`src/rtl/imuldiv_muldiv_dispatch.sv`:
```
// Mul/div front end: decodes unified requests, steers them to the iterative mul
// or div unit, and returns formatted results in strict request order.
module imuldiv_muldiv_dispatch #(
    parameter int DEPTH = 4
) (
    input  logic        clk,
    input  logic        reset,

    input  logic [2:0]  muldivreq_msg_fn,
    input  logic [31:0] muldivreq_msg_a,
    input  logic [31:0] muldivreq_msg_b,
    input  logic        muldivreq_val,
    output logic        muldivreq_rdy,

    output logic [63:0] muldivresp_msg_result,
    output logic        muldivresp_val,
    input  logic        muldivresp_rdy,

    output logic [31:0] mulreq_msg_a,
    output logic [31:0] mulreq_msg_b,
    output logic        mulreq_val,
    input  logic        mulreq_rdy,
    input  logic [63:0] mulresp_msg_result,
    input  logic        mulresp_val,
    output logic        mulresp_rdy,

    output logic        divreq_msg_fn,
    output logic [31:0] divreq_msg_a,
    output logic [31:0] divreq_msg_b,
    output logic        divreq_val,
    input  logic        divreq_rdy,
    input  logic [63:0] divresp_msg_result,
    input  logic        divresp_val,
    output logic        divresp_rdy
);

    localparam int PW = $clog2(DEPTH);
    localparam logic [PW:0] FULL_CNT = (PW+1)'(DEPTH);

    localparam logic [2:0] FN_MUL  = 3'd0;
    localparam logic [2:0] FN_DIV  = 3'd1;
    localparam logic [2:0] FN_DIVU = 3'd2;
    localparam logic [2:0] FN_REM  = 3'd3;
    localparam logic [2:0] FN_REMU = 3'd4;

    // Div unit function encoding (matches the div request message macros)
    localparam logic DIV_SIGNED   = 1'b0;
    localparam logic DIV_UNSIGNED = 1'b1;

    typedef enum logic [1:0] {SEL_NULL, SEL_MUL, SEL_DIV} sel_t;

    function automatic sel_t unit_of(input logic [2:0] fn);
        case (fn)
            FN_MUL:                          return SEL_MUL;
            FN_DIV, FN_DIVU, FN_REM, FN_REMU: return SEL_DIV;
            default:                         return SEL_NULL;
        endcase
    endfunction

    logic [2:0]    fn_q [DEPTH];
    logic [PW-1:0] wr_ptr, rd_ptr;
    logic [PW:0]   count;
    logic          full, empty, accept, deq;
    sel_t          req_sel, head_sel;
    logic [2:0]    head_fn;

    assign full     = (count == FULL_CNT);
    assign empty    = (count == '0);
    assign req_sel  = unit_of(muldivreq_msg_fn);
    assign head_fn  = fn_q[rd_ptr];
    assign head_sel = unit_of(head_fn);

    assign mulreq_msg_a  = muldivreq_msg_a;
    assign mulreq_msg_b  = muldivreq_msg_b;
    assign divreq_msg_a  = muldivreq_msg_a;
    assign divreq_msg_b  = muldivreq_msg_b;
    assign divreq_msg_fn = (muldivreq_msg_fn == FN_DIVU || muldivreq_msg_fn == FN_REMU)
                           ? DIV_UNSIGNED : DIV_SIGNED;

    assign mulreq_val = muldivreq_val && !full && (req_sel == SEL_MUL);
    assign divreq_val = muldivreq_val && !full && (req_sel == SEL_DIV);

    always_comb begin
        muldivreq_rdy = 1'b0;
        if (!full) begin
            case (req_sel)
                SEL_MUL: muldivreq_rdy = mulreq_rdy;
                SEL_DIV: muldivreq_rdy = divreq_rdy;
                default: muldivreq_rdy = 1'b1;
            endcase
        end
    end

    assign accept = muldivreq_val && muldivreq_rdy;

    // Only the head entry's unit may hand back a response; the other unit stalls.
    always_comb begin
        muldivresp_val        = 1'b0;
        muldivresp_msg_result = '0;
        mulresp_rdy           = 1'b0;
        divresp_rdy           = 1'b0;
        if (!empty) begin
            case (head_sel)
                SEL_MUL: begin
                    muldivresp_val        = mulresp_val;
                    mulresp_rdy           = muldivresp_rdy;
                    muldivresp_msg_result = mulresp_msg_result;
                end
                SEL_DIV: begin
                    muldivresp_val = divresp_val;
                    divresp_rdy    = muldivresp_rdy;
                    if (head_fn == FN_REM || head_fn == FN_REMU)
                        muldivresp_msg_result = {32'b0, divresp_msg_result[63:32]};
                    else
                        muldivresp_msg_result = {32'b0, divresp_msg_result[31:0]};
                end
                default: muldivresp_val = 1'b1;
            endcase
        end
    end

    assign deq = muldivresp_val && muldivresp_rdy;

    always_ff @(posedge clk) begin
        if (accept) fn_q[wr_ptr] <= muldivreq_msg_fn;
    end

    always_ff @(posedge clk or negedge reset) begin
        if (!reset) begin
            wr_ptr <= '0;
            rd_ptr <= '0;
            count  <= '0;
        end else begin
            if (accept) wr_ptr <= wr_ptr + 1'b1;
            if (deq)    rd_ptr <= rd_ptr + 1'b1;
            case ({accept, deq})
                2'b10:   count <= count + 1'b1;
                2'b01:   count <= count - 1'b1;
                default: count <= count;
            endcase
        end
    end

endmodule

```
`config.mk`:
```
export PLATFORM = sky130hd
export DESIGN_NAME = imuldiv_muldiv_dispatch
export DESIGN_NICKNAME = d
export VERILOG_FILES = /design/src/rtl/imuldiv_muldiv_dispatch.sv
export SDC_FILE = /design/constraint.sdc
export NUM_CORES = 1
export LEC_CHECK = 0
export ABC_AREA = 1
export CORE_AREA = 2 2 154 156
export DETAILED_ROUTE_END_ITERATION = 10
export DIE_AREA = 0 0 156 158
export MAX_ROUTING_LAYER = met4
export PLACE_DENSITY = 0.6
export SYNTH_ARGS = -nofsm -noshare
export SYNTH_HDL_FRONTEND = slang
export SYNTH_SLANG_ARGS = --single-unit
```
`constraint.sdc`:
```
create_clock -name clk -period 3.5 [get_ports clk]
set_clock_uncertainty 0.1 [all_clocks]
set_input_delay 0.875 -clock clk [delete_from_list [all_inputs] [get_ports clk]]
set_output_delay 0.875 -clock clk [all_outputs]
set_load 0.1 [all_outputs]
```
Yosys cells after proc, flatten, opt, wreduce, memory -nomap -nowiden
Memories as Yosys holds them, arrays and structs flattened.
Cells that the tools add are included.
- memories kept: 1
- output and inout bits: 199
- logic and storage cells: 54
- register bits: 7
- memory bits (writable): 12
- input bits: 203
- memory list (memory ; depth ; width ; rd ports ; clocked after Yosys merged registers in ; write ports ; line ; source):
    fn_q ; 4 ; 3 ; 1 ; 0 ; 1 ; 60 ; logic [2:0] fn_q [DEPTH];
- eq/ne operators: 15
- add/subtract/negate cells: 4
- reductions and logical operators: 14
- muxes and demuxes: 17
- operator list (operator ; count):
    case mux 64 bit (2 select lines) ; 1
    two-way mux 64 bit ; 1
    two-way mux 32 bit ; 1
    == test 3 x 2 -> 1 bit, second input constant ; 4
    == test 3 bit, second input constant ; 3
    logical NOT 3 bit ; 3
    two-way mux 1 bit ; 9
    case mux 2 bit (2 select lines) ; 2
    OR reduction 4 bit ; 2
    == test 2 x 1 -> 1 bit, second input constant ; 3
    == test 2 bit, second input constant ; 3
    == test 3 x 1 -> 1 bit, second input constant ; 2
    case mux 3 bit (2 select lines) ; 1
    logical AND 1 bit ; 5
    adder 2 x 1 -> 2 bit, second input constant ; 2
    case mux 1 bit (2 select lines) ; 2
    adder 3 x 1 -> 3 bit, second input constant ; 1
    subtractor 3 x 1 -> 3 bit, second input constant ; 1
    logical OR 1 bit ; 2
    nonzero test 2 bit ; 1
    logical NOT 1 bit ; 1

Longest topological paths before layout
Gate-level depths: netlist of the first run.
An unclocked memory read counts as a cell.
- depth after elaboration: 10
- mapped depth: 24
- gate-level depth less buffers: 21

Worst setup path after synthesis of the first run
No wires, ideal clock.
- path kind: reg-to-output
- from: register rd_ptr[0]
- to: output mulresp_rdy
- arrival time: 3694 ps
- path buffers: 3
- cell stages (with the launch flop): 16
- slack: -1169 ps
- required time: 2525 ps
- path through: dfrtp_1 > buf_6 > inv_6 > nand2_1 > nand3_1 > nand2_1 > nand2_2 > nand2_4 > nand2_4 > buf_6 > o21ai_1 > inv_1 > ha_1 > clkbuf_1 > inv_1 > nor3_1
- cells in the longest elaborated chain, start to end: 7
- elaborated cells between the ends (all ways): 11
- classes of those cells: 5 x eq/ne; 3 x mux; 2 x reduce/logical; 1 x memory
- ends and longest elaborated chain (element ; line ; source):
    from (decl) ; 61 ; logic [PW-1:0] wr_ptr, rd_ptr;
    from (signal assigned) ; 135 ; if (deq) rd_ptr <= rd_ptr + 1'b1;
    memory (4 x 3 bit) * ; - ;
    == test 3 x 2 -> 1 bit (tied with other cells) ; 53 ; case (fn)
    OR reduction 4 bit ; 53 ;
    case mux 2 bit (2 select lines) * ; 53 ;
    == test 2 x 1 -> 1 bit * ; 103 ; case (head_sel)
    two-way mux 1 bit * ; 103 ;
    two-way mux 1 bit * ; 102 ; if (!empty) begin
    to (decl) ; 25 ; output logic mulresp_rdy,
Mark *: on every way between the ends. The rest lies on a longest branch, timed or not.

Worst setup path after layout of the first run
- from: register rd_ptr[0]
- to: output muldivresp_msg_result[44]
- cells in the longest elaborated chain, start to end: 7
- elaborated cells between the ends (all ways): 12
- classes of those cells: 6 x eq/ne; 3 x mux; 2 x reduce/logical; 1 x memory
- ends and longest elaborated chain (element ; line ; source):
    memory (4 x 3 bit) * ; - ;
    == test 3 x 2 -> 1 bit (tied with other cells) ; 53 ;
    OR reduction 4 bit ; 53 ;
    case mux 2 bit (2 select lines) * ; 53 ;
    == test 2 bit or == test 2 x 1 -> 1 bit (tied branches) ; 103 ;
    case mux 64 bit (2 select lines) * ; 103 ;
    two-way mux 64 bit * ; 102 ;
    to (decl) ; 15 ; output logic [63:0] muldivresp_msg_result,
Marked as above.

==> results_tabular.tex, run 1 <==
\begin{tabular}{lr}
\hline
Metric & Value \\
\hline
\multicolumn{2}{l}{\textbf{Run status}} \\
Result of the run & finished, final reports clean \\
\multicolumn{2}{l}{\textbf{Logic synthesis}} \\
Number of distinct library cell variants in the gate-level netlist after synthesis & 24 \\
Netlist area before placement & 3510 um2 \\
Cell taking the most area after synthesis & sky130\_fd\_sc\_hd\_\_buf\_4 \\
Syn Inst Count & 582 \\
Cell with the most instances after synthesis & sky130\_fd\_sc\_hd\_\_buf\_4 \\
Number of enable-type register cells in the synthesized netlist & 12 \\
Flip-flop and latch count after synthesis & 19 \\
Share of synthesized area occupied by flip-flops and latches & 0.153 \\
Mean post-synth cell area & 6.03 um2 \\
Asr flop ratio synth & 0.368 \\
Top flip-flop cell by instance count after synthesis & sky130\_fd\_sc\_hd\_\_edfxtp\_1 \\
Synthesized netlist net count & 795 \\
Portion of synthesized cell area occupied by the leading cell type & 0.274 \\
Most instantiated cells after synthesis & 128 x sky130\_fd\_sc\_hd\_\_buf\_4, 122 x sky130\_fd\_sc\_hd\_\_inv\_1, 106 x sky130\_fd\_sc\_hd\_\_nand3\_1 \\
Warnings, synthesis & 0 \\
Top cells by area in the synthesized netlist & sky130\_fd\_sc\_hd\_\_buf\_4 27\%, sky130\_fd\_sc\_hd\_\_nand3\_1 15\%, sky130\_fd\_sc\_hd\_\_inv\_1 13\%, sky130\_fd\_sc\_hd\_\_nand2\_1 11\%, sky130\_fd\_sc\_hd\_\_edfxtp\_1 10\% \\
\multicolumn{2}{l}{\textbf{Finish}} \\
Final-stage net count & 888 \\
Fraction of layout instances using a drive strength above 1 & 0.343 \\
Synth-to-layout area growth & 94.5\% \\
Fillcell total & 2420 \\
Sequential Area & 537 um2 \\
Final non-filler cell total & 964 \\
Area occupied by multi-input gates & 2010 um2 \\
Antenna diode instance count & 0 \\
Fin area & 6830 um2 \\
\multicolumn{2}{l}{\textbf{Worst setup path}} \\
CP startpoint kind & flip-flop \\
Number of gates on the worst path with buffers counted & 15 \\
R2R depth & 23 \\
CP Buf/Inv Count & 5 \\
WS Path Type & reg2out \\
Cell type of the slowest stage on the worst timing path & sky130\_fd\_sc\_hd\_\_dfrtp\_2 \\
Critical path cell sequence & clkinv\_4 > nand2\_4 > nand2\_2 > nand2\_1 > nand2\_1 > nand2\_2 > nand2\_4 > o21ai\_4 > ha\_4 > nor2\_4 > buf\_6 > buf\_16 > nand3\_2 > clkinvlp\_4 > buf\_12 \\
Required time of the critical path & 2.52 ns \\
Top cell family by delay on the critical path & buffers and inverters \\
Capturing element type of the critical path & output port \\
Largest fanout of any net on the critical path & 8 \\
Data arrival time of the critical path & 2.50 ns \\
Slowest Stage Delay on Critical Path & 0.45 ns \\
\multicolumn{2}{l}{\textbf{Die}} \\
Core Area & 23100 um2 \\
Y dimension of the die & 158 um \\
Count of boundary I/O pins & 402 \\
Placement row count & 56 \\
Initial Util & 0.152 \\
Die span in x & 156 um \\
Overall die area & 24600 um2 \\
\multicolumn{2}{l}{\textbf{Global routing}} \\
Number of global-route vias before repair & 3752 \\
First-pass GRT wire length & 19200 um \\
Pin count of the biggest net entering global routing & 34 \\
GRT Overall Usage & 0.102 \\
Initial antenna violation count & 0 \\
Final global-route overflow total & 0 \\
\multicolumn{2}{l}{\textbf{Clock tree}} \\
CTS tree & yes \\
Number of sinks handled by clock tree synthesis & 19 \\
Reg clk slew, reported paths & 0.05 ns \\
Clock buffers created by TritonCTS & 3 \\
Worst skew pair latency & 0.25 ns \\
Root buffer selected by CTS & sky130\_fd\_sc\_hd\_\_clkbuf\_16 \\
Clock tree buffer depth & 2 \\
H-tree depth reported by CTS & 1 \\
\multicolumn{2}{l}{\textbf{Placed design}} \\
Post-DP Area & 6280 um2 \\
Final weighted congestion of routability-driven global placement & 0.750 \\
\# port buffers & 209 \\
Dpl hpwl & 9790 um \\
Number of cells in the design after placement & 946 \\
\multicolumn{2}{l}{\textbf{STA}} \\
Crit share post-route & 0.993 \\
Number of max-slew violations in the final report & 0 \\
Remaining max-slew budget at the tightest pin & 0.665 \\
Worst hold margin & 0.397 ns \\
Max Fclk & 288 MHz \\
Endpoints failing setup & 0 \\
Number of endpoints with negative hold slack in the final report & 0 \\
RSZ-0062 raised after global routing & true \\
Summed negative setup slack over all endpoints & 0 ns \\
Final critical path time including I/O delays and setup & 3.48 ns \\
Slew at the pin closest to its max-slew limit & 0.503 ns \\
\multicolumn{2}{l}{\textbf{Routing}} \\
Drt wl/cell & 14.0 um \\
DR iter-0 viols & 165 \\
DRC violations left & 0 \\
Detailed-route via count & 3765 \\
Remaining number of nets flagged by the antenna check after routing & 0 \\
Per-cell via count in the routed design & 3.91 \\
Final wirelength & 13500 um \\
Number of iterations in the first detailed-routing pass & 4 \\
\multicolumn{2}{l}{\textbf{Min path}} \\
Worst min path class & reg2reg \\
Hold Path Stages & 1 \\
\multicolumn{2}{l}{\textbf{Flow run}} \\
Max-capacitance violation count & 0 \\
\hline
\end{tabular}
==> cell families (layout without fill, tap and decap cells) <==
logic type,after synthesis,count (layout),share of synthesized area
buffers and inverters,281,373,0.451
AND/OR/NAND/NOR,228,228,0.291
XOR/XNOR,5,5,0.0125
flip-flops,19,19,0.153
adder cells (fa/ha/maj),10,10,0.0378
AO/OA/AOI/OAI,39,39,0.0556
==> final timing paths <==
kind,endpoint,startpoint,slack (ns)
max in group asynchronous,rd_ptr[0]$_DFFE_PN0P_,reset,2.21
setup / recovery,muldivresp_msg_result[44],rd_ptr[0]$_DFFE_PN0P_,0.02
setup reg to reg,count[2]$_DFFE_PN0P_,rd_ptr[0]$_DFFE_PN0P_,0.28
min in group asynchronous,count[0]$_DFFE_PN0P_,reset,0.80
hold reg to reg,count[0]$_DFFE_PN0P_,count[0]$_DFFE_PN0P_,0.40
hold / removal,count[0]$_DFFE_PN0P_,count[0]$_DFFE_PN0P_,0.40
==> placed cells by master (no fill, tap or decap), types with 7 or more instances in the layout <==
master	synthesis	routed
sky130_fd_sc_hd__clkdlybuf4s50_1	0	137
sky130_fd_sc_hd__nand2_1	101	93
sky130_fd_sc_hd__inv_1	122	85
sky130_fd_sc_hd__nand3_1	106	83
sky130_fd_sc_hd__buf_12	0	75
sky130_fd_sc_hd__a21oi_4	0	32
sky130_fd_sc_hd__clkinvlp_4	0	30
sky130_fd_sc_hd__nand3_2	0	20
sky130_fd_sc_hd__buf_4	128	16
sky130_fd_sc_hd__edfxtp_1	12	12
sky130_fd_sc_hd__inv_2	2	9
sky130_fd_sc_hd__nand2_4	3	8
sky130_fd_sc_hd__buf_6	4	8
sky130_fd_sc_hd__nor2_1	13	7
sky130_fd_sc_hd__ha_1	9	7
==> cell type report <==
| type | instances | area share |
|---|---|---|
| Inverter | 126 | 0.0865 |
| Tap cell | 290 | 0.0532 |
| Clock inverter | 1 | 0.000733 |
| Sequential cell | 19 | 0.0786 |
| Multi-Input combinational cell | 282 | 0.295 |
| Timing Repair Buffer | 243 | 0.475 |
| Clock buffer | 3 | 0.0110 |
==> per-stage QoR <==
stage	setup slack [ns]	util
2_1_floorplan	-0.316	-
4_1_cts	-0.0201	0.291
6_report	0.0230	0.296
3_5_place_dp	-0.163	0.273
3_3_place_gp	-0.0931	0.273
5_1_grt	-0.141	0.296
==> registers in the layout (all words and copies together) (netlist names) <==
signal / count
count: 3
rd_ptr: 2
fn_q: 12
wr_ptr: 2
==> repair_timing <==
action	4_1_cts	5_1_grt
endpoints found under the setup margin	66	67
gates resized for setup	49	25
buffers inserted	8	3
hold buffers	0	0
cloned	3	3
pin swaps	7	6
==> routing by layer <==
metal / part of all wire / vias up / GRT usage / routed length (um)
met3: 0.11 / 38 / 0.0408 / 1550
met1: 0.39 / 1695 / 0.109 / 5240
met4: 0.028 / 0 / 0.0315 / 374
met5: 0 / - / - / 0
met2: 0.47 / 218 / 0.173 / 6350
li1: - / 1814 / - / -
Power of run 1 is left out: the tool's default activity adds up to more than one toggle a clock period on the data nets, which glitch-free logic cannot reach.
==> inputs of run 2 (changes only) <==
--- a/config.mk
+++ b/config.mk
@@ -6,9 +6,10 @@
 export NUM_CORES = 1
 export LEC_CHECK = 0
 export ABC_AREA = 1
-export CORE_AREA = 2 2 154 156
+export CORE_AREA = 2 2 155 157
+export CTS_BUF_LIST = sky130_fd_sc_hd__clkbuf_8
 export DETAILED_ROUTE_END_ITERATION = 10
-export DIE_AREA = 0 0 156 158
+export DIE_AREA = 0 0 157 159
 export MAX_ROUTING_LAYER = met4
 export PLACE_DENSITY = 0.6
 export SYNTH_ARGS = -nofsm -noshare
==> constraint.sdc (replaced) <==
create_clock -name clk -period 4.3 [get_ports clk]
set_clock_uncertainty 0.1 [all_clocks]
set_input_delay 1.075 -clock clk [delete_from_list [all_inputs] [get_ports clk]]
set_output_delay 1.075 -clock clk [all_outputs]
set_load 0.1 [all_outputs]
==> results_tabular.tex, run 2 (synthesized netlist as in run 1, its figures left out) <==
\begin{tabular}{lr}
\hline
Metric & Value \\
\hline
\multicolumn{2}{l}{\textbf{Finish}} \\
Synth-to-layout area growth & 67.1\% \\
Fraction of layout instances using a drive strength above 1 & 0.194 (-0.148) \\
Largest register by flop count & fn\_q \\
Antenna diode instance count & 0 (unchanged) \\
Regs by FF count & fn\_q x12, count x3 \\
Commonest non-fill, non-tap cells in the layout & 138 x sky130\_fd\_sc\_hd\_\_clkdlybuf4s50\_1, 122 x sky130\_fd\_sc\_hd\_\_inv\_1, 106 x sky130\_fd\_sc\_hd\_\_nand3\_1, 100 x sky130\_fd\_sc\_hd\_\_nand2\_1, 73 x sky130\_fd\_sc\_hd\_\_buf\_12 \\
Final-stage net count & 862 (-2.9\%) \\
Max FFs per register & 12 (unchanged) \\
Most common cell after layout, fill and taps aside & sky130\_fd\_sc\_hd\_\_clkdlybuf4s50\_1 \\
Fin area & 5860 um2 (-14\%) \\
Post-Route Utilization & 0.253 (-0.0432) \\
\multicolumn{2}{l}{\textbf{Clock tree}} \\
Clock buffers created by TritonCTS & 3 (unchanged) \\
Number of sinks handled by clock tree synthesis & 19 (unchanged) \\
Clock tree buffer depth & 2 (unchanged) \\
Quantity of gates resized following cts & 0 (-100\%) \\
Post-CTS setup repair buffer count & 0 (-8) \\
CTS tree & yes \\
Root buffer selected by CTS & sky130\_fd\_sc\_hd\_\_clkbuf\_8 \\
H-tree depth reported by CTS & 1 (unchanged) \\
Post-cts hold buffer count & 0 (unchanged) \\
Reg clk slew, reported paths & 0.07 ns (+0.02 ns) \\
Worst skew pair latency & 0.25 ns (about the same) \\
\multicolumn{2}{l}{\textbf{STA}} \\
Slew at the pin closest to its max-slew limit & 0.467 ns (-0.0362 ns) \\
Crit share post-route & 0.928 \\
RSZ-0062 raised after global routing & false \\
Max Fclk & 251 MHz \\
Number of max-slew violations in the final report & 0 (unchanged) \\
Endpoints failing setup & 0 (unchanged) \\
Summed negative setup slack over all endpoints & 0 ns (unchanged) \\
Worst hold margin & 0.410 ns (+0.0129 ns) \\
Final critical path time including I/O delays and setup & 3.99 ns \\
Remaining max-slew budget at the tightest pin & 0.686 (+0.0217) \\
Number of endpoints with negative hold slack in the final report & 0 (unchanged) \\
\multicolumn{2}{l}{\textbf{Worst setup path}} \\
Largest fanout of any net on the critical path & 32 (+24) \\
Startpoint of the most critical register-to-register path & rd\_ptr[0]\$\_DFFE\_PN0P\_ \\
Capture point of the worst reg-to-reg path & count[2]\$\_DFFE\_PN0P\_ \\
Register-to-register setup slack & 0.80 ns (+0.52 ns) \\
Capturing element type of the critical path & output port \\
CP startpoint kind & flip-flop \\
Required time of the critical path & 3.12 ns (+0.60 ns) \\
R2R depth & 22 (-4.3\%) \\
WS Path Type & reg2out \\
Data arrival time of the critical path & 2.81 ns (+0.31 ns) \\
\multicolumn{2}{l}{\textbf{Die}} \\
Y dimension of the die & 159 um (+0.63\%) \\
Count of boundary I/O pins & 402 (unchanged) \\
Placement row count & 56 (unchanged) \\
Initial Util & 0.151 (-0.000920) \\
Overall die area & 25000 um2 (+1.3\%) \\
Die span in x & 157 um (+0.64\%) \\
Core Area & 23200 um2 (+0.61\%) \\
\multicolumn{2}{l}{\textbf{Routing}} \\
Number of iterations in the first detailed-routing pass & 4 (unchanged) \\
Per-cell via count in the routed design & 3.65 (-6.4\%) \\
Final wirelength & 13100 um (-2.9\%) \\
Detailed-route via count & 3534 (-6.1\%) \\
Drt wl/cell & 13.6 um (-3.2\%) \\
DRC violations left & 0 (unchanged) \\
DR iter-0 viols & 149 (-9.7\%) \\
Remaining number of nets flagged by the antenna check after routing & 0 (unchanged) \\
\multicolumn{2}{l}{\textbf{Placed design}} \\
\# port buffers & 209 (unchanged) \\
Dpl hpwl & 10500 um (+6.8\%) \\
Final weighted congestion of routability-driven global placement & 0.792 (+5.5\%) \\
Post-DP Area & 5820 um2 (-7.4\%) \\
\multicolumn{2}{l}{\textbf{Global routing}} \\
Number of global-route vias before repair & 3506 (-6.6\%) \\
Initial antenna violation count & 0 (unchanged) \\
Pin count of the biggest net entering global routing & 35 (+2.9\%) \\
First-pass GRT wire length & 19300 um (+0.61\%) \\
Final global-route overflow total & 0 (unchanged) \\
GRT Overall Usage & 0.103 (+0.00149) \\
\multicolumn{2}{l}{\textbf{Flow run}} \\
Max-capacitance violation count & 0 (unchanged) \\
\multicolumn{2}{l}{\textbf{Min path}} \\
Hold Path Stages & 1 (unchanged) \\
Worst hold path startpoint & count[2]\$\_DFFE\_PN0P\_ \\
Hold EP & count[2]\$\_DFFE\_PN0P\_ \\
Worst min path class & reg2reg \\
\multicolumn{2}{l}{\textbf{Run status}} \\
Result of the run & finished, final reports clean \\
\hline
\end{tabular}
run 2: area by class of cell:
| cell class | instances | area (um2) |
|---|---|---|
| inverters | 126 | 478 |
| flip-flops and latches | 19 | 536 |
| repair buffers | 217 | 2890 |
| well taps | 319 | 399 |
| multi-input cells | 282 | 1520 |
| clock buffers | 3 | 41.3 |
| clock inverters | 1 | 5.00 |
| fillers | 2559 | 17300 |
run 2: worst max path at each step:
stage	from	end	cells after the start
final	rd_ptr[0]$_DFFE_PN0P_	muldivresp_msg_result[0]	14
after global routing	rd_ptr[0]$_DFFE_PN0P_	muldivresp_msg_result[0]	14
after CTS	rd_ptr[0]$_DFFE_PN0P_	muldivresp_msg_result[63]	17
after detailed placement	muldivreq_msg_fn[2]	count[2]$_DFFE_PN0P_	18
after global placement	muldivreq_msg_fn[2]	count[2]$_DFFE_PN0P_	18
after floorplan	rd_ptr[0]$_DFFE_PN0P_	muldivresp_msg_result[0]	15
run 2: per-layer routing:
layer,track usage,vias to the layer above,wire [um]
met5,-,-,0
met4,0.0296,0,346
met3,0.0501,31,1710
met2,0.172,228,6170
met1,0.107,1512,4900
li1,-,1763,-
run 2: per-stage QoR:
step                      std cells  setup slack (ns)
after global routing            967           0.00634
after detailed placement        963             0.263
after global placement          963             0.311
after CTS                       967             0.243
after floorplan                 582           0.00546
final                           967             0.311
run 2: worst max-delay path, stage by stage, from the launching register on:
cell                      delay (ns)
sky130_fd_sc_hd__dfrtp_1        0.59
sky130_fd_sc_hd__inv_6          0.07
sky130_fd_sc_hd__nand2_1        0.10
sky130_fd_sc_hd__nand2_1        0.06
sky130_fd_sc_hd__nand2_1        0.05
sky130_fd_sc_hd__nand2_1        0.05
sky130_fd_sc_hd__nand2_1        0.09
sky130_fd_sc_hd__nand2_4        0.11
sky130_fd_sc_hd__o21ai_1        0.19
sky130_fd_sc_hd__ha_1           0.28
sky130_fd_sc_hd__inv_1          0.09
sky130_fd_sc_hd__nand2_2        0.07
sky130_fd_sc_hd__buf_12         0.21
sky130_fd_sc_hd__a21oi_1        0.34
sky130_fd_sc_hd__buf_12         0.23
Power of run 2 is left out for the same reason.
